**src/rtl/mem_access_stage.sv**
```systemverilog
// mem_access_stage: MIPS memory-access stage; registers Execute results, runs loads/stores on a req/ack bus.
// Latency: non-memory op 1 cycle to writeback; memory op 1 + (ack wait) cycles; timeout after DM_TIMEOUT req cycles.
// Backpressure: o_ex_ready is high only in IDLE, so Execute is stalled for the whole access and the RESP cycle.
//
// Ports:
//   i_clk, i_rst (async active-high)
//   i_ex_*  : Execute bundle (valid, ALU result/address, zero, branch target, store data, dest reg, control bits)
//   o_ex_ready : stage can accept
//   o_dm_*  / i_dm_* : data-memory request, write enable, address, wdata / rdata, ack
//   o_pc_src, o_branch_target : one-cycle branch decision to Fetch
//   o_wb_*  : one-cycle writeback bundle to Writeback
//   o_bus_err : one-cycle pulse on bus timeout or misaligned access
// Optional feature: define MEM_ALIGN_CHECK_EN to abort word accesses whose address bits [1:0] are nonzero.
module mem_access_stage #(
  parameter int unsigned DM_TIMEOUT = 15
) (
  input  logic        i_clk,
  input  logic        i_rst,
  input  logic        i_ex_valid,
  output logic        o_ex_ready,
  input  logic [31:0] i_ex_alu_res,
  input  logic        i_ex_zero,
  input  logic [31:0] i_ex_branch_addr,
  input  logic [31:0] i_ex_store_data,
  input  logic [4:0]  i_ex_write_reg,
  input  logic        i_ex_mem_read,
  input  logic        i_ex_mem_write,
  input  logic        i_ex_branch,
  input  logic        i_ex_reg_write,
  input  logic        i_ex_mem_to_reg,
  output logic        o_dm_req,
  output logic        o_dm_we,
  output logic [31:0] o_dm_addr,
  output logic [31:0] o_dm_wdata,
  input  logic [31:0] i_dm_rdata,
  input  logic        i_dm_ack,
  output logic        o_pc_src,
  output logic [31:0] o_branch_target,
  output logic        o_wb_valid,
  output logic        o_wb_reg_write,
  output logic [4:0]  o_wb_write_reg,
  output logic [31:0] o_wb_data,
  output logic        o_bus_err
);

  typedef enum logic [1:0] {IDLE, ACCESS, RESP} state_t;

  // Counter value seen in the last allowed request cycle.
  localparam logic [7:0] LP_WAIT_LAST = 8'(DM_TIMEOUT - 1);

  state_t      r_state;
  state_t      w_next_state;
  logic [7:0]  r_wait_cnt;
  logic        r_abort;
  logic [31:0] r_alu_res;
  logic        r_zero;
  logic [31:0] r_branch_addr;
  logic [31:0] r_store_data;
  logic [4:0]  r_write_reg;
  logic        r_mem_write;
  logic        r_branch;
  logic        r_reg_write;
  logic        r_mem_to_reg;
  logic [31:0] r_rdata;

  logic w_accept;
  logic w_timeout;
  logic w_is_mem;
  logic w_misalign;

  assign w_is_mem = i_ex_mem_read | i_ex_mem_write;

`ifdef MEM_ALIGN_CHECK_EN
  // Address bits are checked as they are captured, so the fault goes straight to RESP.
  assign w_misalign = w_is_mem & (i_ex_alu_res[1:0] != 2'b00);
`else
  assign w_misalign = 1'b0;
`endif

  always_ff @(posedge i_clk or posedge i_rst) begin
    if (i_rst) begin
      r_state <= IDLE;
    end else begin
      r_state <= w_next_state;
    end
  end

  always_comb begin
    w_next_state    = r_state;
    w_accept        = 1'b0;
    w_timeout       = 1'b0;
    o_ex_ready      = 1'b0;
    o_dm_req        = 1'b0;
    o_dm_we         = 1'b0;
    o_dm_addr       = 32'h0;
    o_dm_wdata      = 32'h0;
    o_pc_src        = 1'b0;
    o_branch_target = 32'h0;
    o_wb_valid      = 1'b0;
    o_wb_reg_write  = 1'b0;
    o_wb_write_reg  = 5'd0;
    o_wb_data       = 32'h0;
    o_bus_err       = 1'b0;
    case (r_state)
      IDLE: begin
        o_ex_ready = 1'b1;
        if (i_ex_valid) begin
          w_accept = 1'b1;
          if (w_is_mem && !w_misalign) w_next_state = ACCESS;
          else                         w_next_state = RESP;
        end
      end
      ACCESS: begin
        o_dm_req   = 1'b1;
        // mem_write wins when both read and write are set.
        o_dm_we    = r_mem_write;
        o_dm_addr  = r_alu_res;
        o_dm_wdata = r_store_data;
        if (i_dm_ack) begin
          w_next_state = RESP;
        end else if (r_wait_cnt == LP_WAIT_LAST) begin
          w_timeout    = 1'b1;
          w_next_state = RESP;
        end
      end
      RESP: begin
        o_wb_valid      = 1'b1;
        o_wb_reg_write  = r_reg_write & ~r_abort;
        o_wb_write_reg  = r_write_reg;
        o_wb_data       = r_mem_to_reg ? r_rdata : r_alu_res;
        o_pc_src        = r_branch & r_zero;
        o_branch_target = r_branch_addr;
        o_bus_err       = r_abort;
        w_next_state    = IDLE;
      end
      default: w_next_state = IDLE;
    endcase
  end

  always_ff @(posedge i_clk or posedge i_rst) begin
    if (i_rst) begin
      r_wait_cnt    <= 8'd0;
      r_abort       <= 1'b0;
      r_alu_res     <= 32'h0;
      r_zero        <= 1'b0;
      r_branch_addr <= 32'h0;
      r_store_data  <= 32'h0;
      r_write_reg   <= 5'd0;
      r_mem_write   <= 1'b0;
      r_branch      <= 1'b0;
      r_reg_write   <= 1'b0;
      r_mem_to_reg  <= 1'b0;
      r_rdata       <= 32'h0;
    end else if (w_accept) begin
      r_wait_cnt    <= 8'd0;
      r_abort       <= w_misalign;
      r_alu_res     <= i_ex_alu_res;
      r_zero        <= i_ex_zero;
      r_branch_addr <= i_ex_branch_addr;
      r_store_data  <= i_ex_store_data;
      r_write_reg   <= i_ex_write_reg;
      r_mem_write   <= i_ex_mem_write;
      r_branch      <= i_ex_branch;
      r_reg_write   <= i_ex_reg_write;
      r_mem_to_reg  <= i_ex_mem_to_reg;
      // Stale load data must not leak into a later aborted access.
      r_rdata       <= 32'h0;
    end else if (r_state == ACCESS) begin
      r_wait_cnt <= r_wait_cnt + 8'd1;
      if (i_dm_ack) r_rdata <= i_dm_rdata;
      if (w_timeout) r_abort <= 1'b1;
    end
  end

endmodule

```
**config.mk**
```make
export PLATFORM = sky130hd
export DESIGN_NAME = mem_access_stage
export DESIGN_NICKNAME = d
export VERILOG_FILES = /design/src/rtl/mem_access_stage.sv
export SDC_FILE = /design/constraint.sdc
export NUM_CORES = 1
export LEC_CHECK = 0
export ABC_CLOCK_PERIOD_IN_PS = 9200
export CAP_MARGIN = 0
export CORE_ASPECT_RATIO = 0.8
export CORE_MARGIN = 4
export CORE_UTILIZATION = 35
export DETAILED_ROUTE_END_ITERATION = 7
export PLACE_DENSITY = 0.67
export SYNTH_ARGS = -nofsm -noshare
export SYNTH_HDL_FRONTEND = slang
export SYNTH_SLANG_ARGS = --single-unit
```
**constraint.sdc**
```tcl
create_clock -name i_clk -period 9.2 [get_ports i_clk]
set_clock_uncertainty 0.15 [all_clocks]
set_input_delay 1.84 -clock i_clk [delete_from_list [all_inputs] [get_ports i_clk]]
set_output_delay 1.84 -clock i_clk [all_outputs]
set_load 0.02 [all_outputs]
```
==> results by group <==
Run status
  • Status: finished, final reports clean

CTS
  • CTS H-Tree Depth: 4
  • CTS tree: done
  • Clk_lat worst skew: 0.42 ns
  • CTS Buffer Depth: 2
  • Clock Root Buffer: clkbuf_16
  • Clock transition at path regs: 0.06 ns
  • CTS Sinks: 149
  • # hold bufs at CTS: 0
  • Setup Fix Bufs, Post-CTS: 0
  • CTS Buf Count: 17
  • Cts repair resizes: 0

Worst setup path
  • WP data arrival: 3.12 ns
  • Critical Path, Cell by Cell: nand2b_1 > inv_2 > and2_1 > clkdlybuf4s50_1
  • R2R Path Start: r_state[0]
  • Top cell family by delay on the critical path: buffers and inverters
  • Crit-path max FO: 71
  • Setup Crit Path Kind: reg -> out
  • R2r setup slk: 6.78 ns
  • Crit. End Element: output port
  • CP Launch Type: flip-flop
  • R2r worst-path depth: 4
  • CP max stage delay: 0.94 ns
  • WP buf/inv: 2
  • Req. time, crit path: 7.21 ns
  • CP max-delay cell: inv_2
  • Worst flop-to-flop path endpoint: r_rdata[30]

Final layout
  • FF/Latch Area: 0.00373 sq mm
  • Share of layout cells above drive strength 1: 4.22%
  • Area of the multi-input gates: 0.00290 sq mm
  • Fillers: 1746
  • Area growth syn-to-layout: 50.4%
  • Final #Nets: 1174
  • Number of inserted diodes: 0
  • Design Area, Final: 0.0104 sq mm
  • Finished Core Util: 54.2%

Synthesis
  • Synthesized flop and latch total: 149
  • Synth Area per Inst: 8.95 sq um
  • Mapped Area: 0.00695 sq mm
  • Share of the yosys chip area belonging to registers: 53.7%
  • Synth top area share: 53.7%
  • Synth area leaders: dfrtp_1 54%, nand2_1 17%, and2_1 9.3%
  • Post-synthesis cell count: 776
  • Yosys Warn Count: 0
  • Mapped Nets: 921
  • Cell taking the most area after synthesis: dfrtp_1
  • Unique masters post-synth: 38

Drt
  • ANT nets after route: 0
  • Initial DRT Pass Iterations: 4
  • Residual DRC count: 0
  • Vias per Instance: 4.64
  • Number of DRC markers in iteration 0: 318
  • DR vias: 6029
  • Drt total wl: 21.4 mm
  • Wirelength per Cell: 16.4 um

Power
  • Fraction of power consumed by the clock network: 21.4%
  • Leak: 4.88 nW
  • Int Pwr: 2.00 mW
  • Pwr dens: 315 mW/mm^2
  • Peak supply drop: 0.176 mV
  • Switching power share of the total: 39.3%
  • Sw Pwr: 1.29 mW
  • Logic pwr share: 43.5%
  • Sequential power share: 35.1%

STA
  • Final hold violation count: 0
  • Final worst-path cycle share: 55.6%
  • Fin Setup TNS: 0 ns
  • Max-slew violations: 0
  • WHS: 0.316 ns
  • RSZ-0062 raised after global routing: no
  • Actual slew at the worst max-slew pin: 1.17 ns
  • Slew HR: 21.8%
  • Setup violators final: 0
  • Fmax: 0.196 GHz
  • Min Tclk post-route: 5.11 ns

GRT
  • Pin count of the biggest net entering global routing: 85
  • GR Util met1: 25.3%
  • Met2 usage: 29.7%
  • GRT Resource Usage Total: 19.1%
  • Global-route wire length before repair: 33.1 mm
  • M3 GR Usage: 7.25%
  • Total grt overflow: 0
  • Vias in the first global route: 5984
  • Antenna violations before repair: 0
  • GRT Max-Usage Layer: met2

Die
  • Initial Util: 36.1%
  • Core Area: 0.0193 sq mm
  • Die W: 166 um
  • Die Ht: 134 um
  • Die ar.: 0.0222 sq mm
  • Ports: 283
  • Row count: 45

Hold path
  • Hold Crit Start: r_store_data[23]
  • HP Class: reg -> reg
  • Hold endpoint: r_store_data[23]
  • Hold-critical path depth: 2

Place
  • Placed instance area: 0.00985 sq mm
  • RD Place Congestion: 0.794
  • Hpwl dp: 14.4 mm
  • IO Port Bufs: 282

Run
  • Max cap viols: 0
## how the worst max path moves through the flow
stage / startpoint / to / cells past startpoint / slack (ns)
3_5_place_dp: r_state[1] / o_dm_wdata[24] / 4 / 4.53
5_1_grt: r_state[1] / o_dm_wdata[30] / 4 / 3.88
4_1_cts: r_state[1] / o_dm_wdata[24] / 4 / 4.06
6_report: r_state[1] / o_dm_wdata[26] / 4 / 4.09
2_1_floorplan: i_rst / r_abort / 1 / 3.20
3_3_place_gp: r_state[1] / o_dm_wdata[24] / 4 / 4.56
## synthesized netlist by cell type
master,n
nand3_1,7
nand3b_1,1
nor2_2,1
and3_1,1
or3b_1,1
o21bai_1,1
nand2b_1,2
o22ai_1,2
nor4_1,1
buf_4,4
clkbuf_1,23
inv_2,1
a21oi_1,2
a21boi_0,1
or3_1,1
o21a_1,2
nor2_1,34
o41ai_1,2
o32a_1,1
ha_1,2
buf_6,9
or4_1,1
o211ai_1,1
dfrtp_1,149
o311ai_1,2
or2_0,1
nand2_1,322
nand4b_1,1
buf_2,18
and2_1,103
nand4_1,1
mux2i_1,32
a22o_1,32
nor3b_1,3
a311oi_1,1
inv_1,6
and3b_1,1
o21ai_0,3
## placed cells by master (no fill, tap or decap), drive strengths merged, types with 2 or more instances in the layout
master,n
clkdlybuf4s50,282
ha,2
a22o,32
o311ai,2
nand3,7
clkinvlp,5
clkinv,2
bufinv,2
and2,103
nand2,322
a21oi,2
nand2b,2
mux2i,32
o41ai,2
nor2,35
o21a,2
clkbuf,17
o22ai,2
dfrtp,149
buf,6
inv,13
o21ai,3
nor3b,3
## kinds of logic after synthesis
family          synth area share [%]
mux                             4.61
compound gates                  5.89
simple gates                    30.7
fa+ha+maj                      0.360
flops                           53.7
buf+inv                         4.81
## tightest hold or removal path, cell delays in order, from the launching register on
cell     delay [ns]
dfrtp_1        0.34
nand2_1        0.05
nand2_1        0.05
## per-stage QoR
| step | power [mW] | instances | worst slack [ns] |
|---|---|---|---|
| 2_1_floorplan | 2.02 | 776 | 3.20 |
| 4_1_cts | 3.34 | 1300 | 4.06 |
| 6_report | 3.29 | 1300 | 4.09 |
| 3_5_place_dp | 2.62 | 1268 | 4.53 |
| 5_1_grt | 3.53 | 1300 | 3.88 |
| 3_3_place_gp | 2.59 | 1268 | 4.56 |
## power groups by stage
stage	Combinational [mW]	Clock, mW	Sequential, mW
final	1.43	0.703	1.16
after global routing	1.58	0.753	1.20
after CTS	1.46	0.724	1.16
after detailed placement	1.45	0	1.17
after global placement	1.43	0	1.16
after floorplan	0.955	0	1.06
## area by class of cell
cell class,instances,share of cell area (%)
well taps,258,3.09
flip-flops and latches,149,35.7
clock buffers,17,4.07
clock inverters,15,1.64
inverters,7,0.299
repair buffers,288,27.5
multi-input cells,566,27.7
## layer usage
layer | routed length (um) | part of all wire [%]
met2 | 9740 | 46
met5 | 0 | 0
met1 | 9290 | 44
met3 | 2000 | 9.4
met4 | 320 | 1.5
(Power assumes the default switching activity.)
==> RTL edit, RTL diff (config.mk and constraints unchanged) <==
Build with the macro `MEM_ALIGN_CHECK_EN` defined.
--- a/src/rtl/mem_access_stage.sv
+++ b/src/rtl/mem_access_stage.sv
@@ -13,2 +13,4 @@
 // Optional feature: define MEM_ALIGN_CHECK_EN to abort word accesses whose address bits [1:0] are nonzero.
+`define MEM_ALIGN_CHECK_EN
+
 module mem_access_stage #(
Check against the original RTL: not equivalent (a bounded check fails within 4 cycles, from zero or initial values and one cycle with i_rst high).
==> RTL edit against the original RTL <==
Register-to-register slack better by 0.06 ns. Design area is 0.12% lower. Count of clock-buffer cells in the layout is 2 higher. Wire length is 2.7% higher. Worst setup slack better by 0.12 ns. Sequential cell count stayed put. Area after synthesis is 0.11% lower. Critical path depth stayed put. Largest cell class unchanged.
Power is not compared: it rests on default switching activity, and its combinational part moved more than twofold at a synthesized area within 25%.
==> RTL edit: results (changes against the original RTL) <==
| Metric | Value |
|---|---|
| Vias in the first global route | `6232 (was 5984)` |
| Ratio of cells with drive above 1 in the final layout | `3.94% (was 4.22%)` |
| Iteration-0 DRC Markers | `307 (was 318)` |
| Area post-placement | `0.00984 mm^2 (was 0.00985 mm^2)` |
| Detailed Place HPWL | `14800 um (was 14400 um)` |
| Final Power | `2.03 mW` |
| NonClk Buf Share | `27.5% (about the same)` |
| DR pass1 iterations | `5 (was 4)` |
| Clk cell area share | `5.64% (was 5.71%)` |
| Final Slew Violations | `0 (unchanged)` |
| Leak | `4.88 nW` |
| Non-clock inverters | `6 (was 7)` |
| GPL Wtd Cong | `0.780 (was 0.794)` |
| Multi-Input Combinational | `567 (was 566)` |
| Syn Nets | `919 (was 921)` |
| Commonest cells in the netlist | `323 x nand2_1, 149 x dfrtp_1, 103 x and2_1 (was 322 x nand2_1, 149 x dfrtp_1, 103 x and2_1)` |
| Clock buffer depth | `2 (unchanged)` |
| Register share of the cell area | `35.8% (was 35.7%)` |
| DR WL/cell | `16.9 um (was 16.4 um)` |
| Vias after detailed routing | `6047 (was 6029)` |
| CTS H-tree depth | `4 (unchanged)` |
| Post-synthesis instance total | `774 (was 776)` |
| Clkbuf count | `19 (was 17)` |
| CTS Buf Count | `17 (unchanged)` |
| Min-delay worst type | `reg -> reg (unchanged)` |
| Multi-input logic portion of the cell area | `27.8% (was 27.7%)` |
| Synth unique cells | `36 (was 38)` |
| Top_reg_cell synth | `dfrtp_1 (unchanged)` |
| CTS sink cnt | `149 (unchanged)` |
| First-pass GRT wire length | `34600 um (was 33100 um)` |
| Buffers, non-clock | `288 (unchanged)` |
| Logic pwr share | `23.1%` |
| Initial antenna violation count | `0 (unchanged)` |
| Synth top area cells | `dfrtp_1 54%, nand2_1 17%, and2_1 9.3% (unchanged)` |
| Pwr top | `registers` |
| Max Fanout on Critical Path | `73 (was 71)` |
| Share of the yosys chip area belonging to registers | `53.7% (about the same)` |
| Filler cells | `1783 (was 1746)` |
| Top delay family on crit path | `buffers and inverters (unchanged)` |
| Post-Route WL | `21900 um (was 21400 um)` |
| Clk Latency, worst-skew pair | `0.41 ns` |
| Rel. slew slack | `24.1% (was 21.8%)` |
| Dpl cells | `1268 (unchanged)` |
| Worst Hold Path Cells | `2 (unchanged)` |
| CP max-delay cell | `inv_2 (unchanged)` |
| Layout net count | `1174 (unchanged)` |
| Post-cts gate resize count | `0 (unchanged)` |
| Root buffer cell | `clkbuf_16 (unchanged)` |
| Setup bufs post-CTS | `0 (unchanged)` |
| GRT Overall Usage | `20.0% (was 19.1%)` |
| Pre-CTS setup slack | `4.64 ns (was 4.53 ns)` |
| Outcome | `finished clean (unchanged)` |
| # diodes | `0 (unchanged)` |
| CP peak stage delay | `0.90 ns (was 0.94 ns)` |
| Crit path DAT | `3.00 ns (was 3.12 ns)` |
| Largest net degree at the start of global routing | `92 (was 85)` |
| P_sw | `0.613 mW` |
RTL edit: worst paths after layout:
kind | startpoint | end | slack, ns
worst max-delay path | r_state[1] | o_dm_wdata[25] | 4.21
worst min-delay path | r_branch_addr[19] | r_branch_addr[19] | 0.31
worst max register to register | r_state[0] | r_rdata[3] | 6.84
worst min register to register | r_branch_addr[19] | r_branch_addr[19] | 0.31
max in group asynchronous | i_rst | r_mem_to_reg | 5.71
min in group asynchronous | i_rst | r_store_data[15] | 1.77
RTL edit: cell families after synthesis:
group,Yosys count,synth area share (%)
flops,149,53.7
simple gates,484,31.0
compound gates,48,5.54
buf+inv,58,4.65
fa+ha+maj,2,0.361
mux,33,4.76
RTL edit: per-layer routing:
layer | part of all wire [%] | wire, um | global-route usage (%)
met2 | 45 | 9930 | 30.9
met3 | 9.5 | 2080 | 7.62
met5 | 0 | 0 | 0
met4 | 1.3 | 280 | 5.41
met1 | 44 | 9650 | 26.4
